--- src/rtl/debounce_defs.sv ---
// Definitions shared by input-conditioning blocks: filter FSM state encoding
// and an elaboration-time legality check for the stability window.
// No logic and no latency; nothing to backpressure.
`ifndef DEBOUNCE_DEFS_SV
`define DEBOUNCE_DEFS_SV

`define DEBOUNCE_CHECK_PARAMS(SC, W) \
  if ((SC) < 1 || (SC) > (2 ** (W))) begin : g_bad_params \
    $error("debounce: STABLE_CYCLES must lie in 1..2**CNT_W"); \
  end

package debounce_defs;
  typedef enum logic {
    IDLE  = 1'b0,
    COUNT = 1'b1
  } dbnc_state_e;
endpackage

`endif

--- src/rtl/sync_2ff.sv ---
// Two-flop synchronizer for an asynchronous pin; both stages clear to 0.
// Latency: 2 clk edges from d to q.
// No backpressure; samples every cycle.
module sync_2ff (
  input  logic clk,
  input  logic rst_n,
  input  logic d,
  output logic q
);

  logic s1;

  always_ff @(posedge clk) begin
    if (!rst_n) begin
      s1 <= 1'b0;
      q  <= 1'b0;
    end else begin
      s1 <= d;
      q  <= s1;
    end
  end

endmodule

--- src/rtl/debounce_sync.sv ---
// Debounces a bouncy button into a clean level plus one-cycle rise/fall pulses.
// Latency: STABLE_CYCLES+1 edges after the synchronizer's first stage sees a stable change.
// No backpressure; any bounce back to the committed level restarts the window.
module debounce_sync
  import debounce_defs::*;
#(
  parameter int STABLE_CYCLES = 50000,
  parameter int CNT_W         = 16,
  parameter bit ACTIVE_LOW    = 1'b1
) (
  input  logic clk,
  input  logic rst_n,
  input  logic btn_raw,
  output logic btn_level,
  output logic rise_pulse,
  output logic fall_pulse,
  output logic busy
);

  `DEBOUNCE_CHECK_PARAMS(STABLE_CYCLES, CNT_W)

  localparam logic [CNT_W-1:0] CNT_LAST = CNT_W'(STABLE_CYCLES - 1);

  logic             in_pol;
  logic             s2;
  dbnc_state_e      state, state_nxt;
  logic [CNT_W-1:0] cnt, cnt_nxt;
  logic             level_nxt, rise_nxt, fall_nxt;

  // Inversion happens before synchronizing so reset's 0 means "released".
  assign in_pol = ACTIVE_LOW ? ~btn_raw : btn_raw;

  sync_2ff u_sync (
    .clk   (clk),
    .rst_n (rst_n),
    .d     (in_pol),
    .q     (s2)
  );

  always_comb begin
    state_nxt = state;
    cnt_nxt   = cnt;
    level_nxt = btn_level;
    rise_nxt  = 1'b0;
    fall_nxt  = 1'b0;
    if (s2 == btn_level) begin
      state_nxt = IDLE;
      cnt_nxt   = '0;
    end else if (cnt == CNT_LAST) begin
      state_nxt = IDLE;
      cnt_nxt   = '0;
      level_nxt = s2;
      rise_nxt  = s2;
      fall_nxt  = ~s2;
    end else begin
      state_nxt = COUNT;
      cnt_nxt   = cnt + 1'b1;
    end
  end

  always_ff @(posedge clk) begin
    if (!rst_n) begin
      state      <= IDLE;
      cnt        <= '0;
      btn_level  <= 1'b0;
      rise_pulse <= 1'b0;
      fall_pulse <= 1'b0;
    end else begin
      state      <= state_nxt;
      cnt        <= cnt_nxt;
      btn_level  <= level_nxt;
      rise_pulse <= rise_nxt;
      fall_pulse <= fall_nxt;
    end
  end

  assign busy = (state == COUNT);

endmodule
--- config.mk ---
export PLATFORM = sky130hd
export DESIGN_NAME = debounce_sync
export DESIGN_NICKNAME = d
export VERILOG_FILES = /design/src/rtl/debounce_defs.sv /design/src/rtl/sync_2ff.sv /design/src/rtl/debounce_sync.sv
export SDC_FILE = /design/constraint.sdc
export NUM_CORES = 1
export LEC_CHECK = 0
export CAP_MARGIN = 20
export CELL_PAD_IN_SITES_DETAIL_PLACEMENT = 1
export CELL_PAD_IN_SITES_GLOBAL_PLACEMENT = 2
export CORE_UTILIZATION = 33
export CTS_BUF_LIST = sky130_fd_sc_hd__clkbuf_8
export DETAILED_ROUTE_END_ITERATION = 8
export GPL_TIMING_DRIVEN = 0
export PLACE_DENSITY_LB_ADDON = 0.2
export SLEW_MARGIN = 20
export SYNTH_ARGS = -nofsm -noshare
export SYNTH_HDL_FRONTEND = slang
export SYNTH_HIERARCHICAL = 1
export SYNTH_SLANG_ARGS = --single-unit
--- constraint.sdc ---
create_clock -name clk -period 3.1 [get_ports clk]
set_input_delay 0.62 -clock clk [delete_from_list [all_inputs] [get_ports clk]]
set_output_delay 0.62 -clock clk [all_outputs]
set_load 0.01 [all_outputs]
==> summary.txt <==
Clocking
  • Worst-skew pair later-pin latency: 0.26 ns
  • Post-CTS resize count: 0
  • CTS Hold Bufs: 0
  • H-tree levels: 1
  • CTS clk-pin slew, worst paths: 0.08 ns
  • Num CTS Buffers: 3
  • Setup Fix Bufs, Post-CTS: 0
  • Root buffer cell: clkbuf_8
  • Clock buffer depth: 2
  • CTS tree: done
  • Clock sink count: 22

STA
  • Max Fclk: 543 MHz
  • Worst Tran Pin Value: 0.299 ns
  • Max_slew headroom: 79.9%
  • Slew Limit Fails: 0
  • Hold_ws: 0.440 ns
  • Final hold violations: 0
  • Crit path time final: 1.84 ns
  • Final Setup Violations: 0
  • Final TNS setup: 0 ns
  • Worst Skew: 0.00605 ns
  • Tcrit/Tclk final: 59.5%
  • RSZ-0062 raised after global routing: no

Setup path
  • Reg2Reg Setup Slack: 1.26 ns
  • CP Data Arrival Time: 1.99 ns
  • CP Launch Point: cnt[10]
  • R2R cell count: 6
  • FF-to-FF Start: cnt[10]
  • Critical Path Sink: cnt[5]
  • Crit Path Class: register to register
  • R2R Path End: cnt[5]
  • Nature of the critical path endpoint: register
  • Worst Path Max Fanout: 10
  • Element type at the critical path start: register
  • Required @ worst endpoint: 3.25 ns

Synth
  • Compound-Gate Fraction of Synth Area: 1.36%
  • Seq/Total Area, Yosys: 47.7%
  • Main combinational cell family by area after synthesis: simple AND/OR/NAND/NOR gates
  • Ys Warns: 6
  • Synth cell types: 28
  • #FFs+latches synth: 22
  • XOR/XNOR share of the synthesized area: 13.3%
  • Syn Std Cell Area: 923 um2
  • Synth Area in Simple Gates: 31.2%
  • Adder-cell share of the synthesized area: 1.36%
  • Mapped Cells: 98
  • Mux share of post-synthesis cell area: 1.08%
  • Avg Cell Area, Syn: 9.42 um2
  • Syn nets: 102

Layout
  • Share of cells above drive strength 1: 8.41%
  • Filler cell count: 306
  • Final cell count without fillers: 137
  • Antenna cells: 0
  • Layout Nets: 113
  • Post-route core utilization: 41.4%
  • Commonest non-fill, non-tap cell in the layout: dfxtp_1
  • Leading cell types in the layout, fill and taps excluded: dfxtp_1, nor2_1, xnor2_1, nand2_1, clkdlybuf4s50_1
  • Area growth syn-to-layout: 15.0%

Floorplanning
  • Ports: 7
  • Placement Rows: 18
  • Core footprint: 0.00257 mm2
  • Die footprint: 0.00301 mm2
  • Die Y: 54.9 um
  • Die Width: 54.9 um
  • Initial Utilization: 36.0%

Worst hold path
  • Min-Delay Startpoint: u_sync/s1
  • Type of the worst min-delay path: register to register

Detailed routing
  • DR iter-0 viols: 5
  • Routed WL per cell: 12.2 um
  • DRT Pass-1 Iters: 3
  • Vias: 675
  • Final wirelength: 1670 um
  • Vias per cell: 4.93
  • Antenna-violating nets left: 0
  • DR DRC count: 0

GRT
  • Number of global-route vias before repair: 631
  • Tot GR Track Use: 13.3%
  • Global Route met2 Usage: 22.1%
  • Grt peak-use layer: met2
  • M3 GR Usage: 4.10%
  • Met1 GRT Util: 15.9%
  • Initial antenna violation count: 0
  • Largest net degree at the start of global routing: 12
  • First-pass GRT wire length: 2720 um
  • Overflow after GRT: 0

Place
  • Detailed placer's ending HPWL: 1250 um
  • RD Place Congestion: 0.748
  • Port-buffer cells: 6
  • Cells after DPL: 134

Power and ir drop
  • Total power: 0.467 mW
  • Pwr/cell area: 439 mW/mm2
  • VDD IR max: 265 uV
  • Leakage dissipation: 0.336 nW

Run
  • Max Cap Violations: 0

Status
  • Outcome: finished clean
==> layout make-up <==
type,count,area [um2],area share (%)
multi-input combinational,69,445,41.9
clock buffer,3,41.3,3.89
sequential,22,440,41.5
tap,30,37.5,3.53
inverter,5,18.8,1.77
timing repair buffer,6,60.1,5.65
buffer,2,18.8,1.77
==> sequential cells by signal, indices dropped and copies added (netlist names) <==
signal and count:
fall_pulse 1, u_sync/s1 1, btn_level 1, u_sync/q 1, rise_pulse 1, busy 1
cnt 16
==> report_power, final <==
group	internal, mW	switching [mW]
sequential	0.284	0.00111
combinational	0.00553	0.00403
clock	0.0865	0.0854
total	0.376	0.0905
==> cell usage after synthesis <==
cell       instances  area (um2)
dfxtp_1           22         440
nor2_1            19        71.3
xnor2_1           11        96.3
nand2_1            6        22.5
nand3_1            5        25.0
inv_1              4        15.0
nor3_1             4        20.0
xor2_1             3        26.3
and2_1             2        12.5
nand4_1            2        12.5
nor3b_1            2        15.0
nor4_1             2        12.5
a21oi_1            1        5.00
buf_4              1        7.51
buf_6              1        11.3
ha_1               1        12.5
inv_2              1        3.75
mux2i_1            1        10.0
nand4_2            1        12.5
nand4bb_1          1        11.3
nor2b_1            1        6.26
nor4_4             1        21.3
o31ai_1            1        7.51
or2_0              1        6.26
or2_1              1        6.26
or4_1              1        7.51
or4b_4             1        13.8
or4bb_1            1        11.3
==> stage by stage <==
step                      area (um2)  setup slack (ns)
final                           1060              1.26
after global routing            1060              1.16
after CTS                       1060              1.22
after detailed placement        1020              1.15
after global placement          1020              1.17
after floorplan                  923              1.40
==> layer usage <==
layer  up-vias  share of wire [%]
li1        344                  -
met1       324                 50
met2         5                 47
met3         2                3.2
met4         0               0.42
met5         -                  0
==> how the worst min path moves through the flow <==
stage / to / cells past startpoint
after floorplan: u_sync/q / 1
after global placement: u_sync/q / 1
after detailed placement: u_sync/q / 1
after CTS: u_sync/q / 1
after global routing: u_sync/q / 1
final: u_sync/q / 1
==> worst max-delay path, stage by stage, from the launching register on <==
cell and delay (ns):
dfxtp_1 0.35, or4b_4 0.56, nor4_4 0.34, or2_1 0.15
buf_4 0.14, buf_6 0.15, nor2_1 0.05
==> cells by family (layout without fill, tap and decap cells) <==
group,Yosys count,in the layout
simple gates,51,51
mux,1,1
flops,22,22
fa+ha+maj,1,1
xor+xnor,14,14
buf+inv,7,16
compound gates,2,2
No activity file was read; power rests on OpenSTA's default activity.
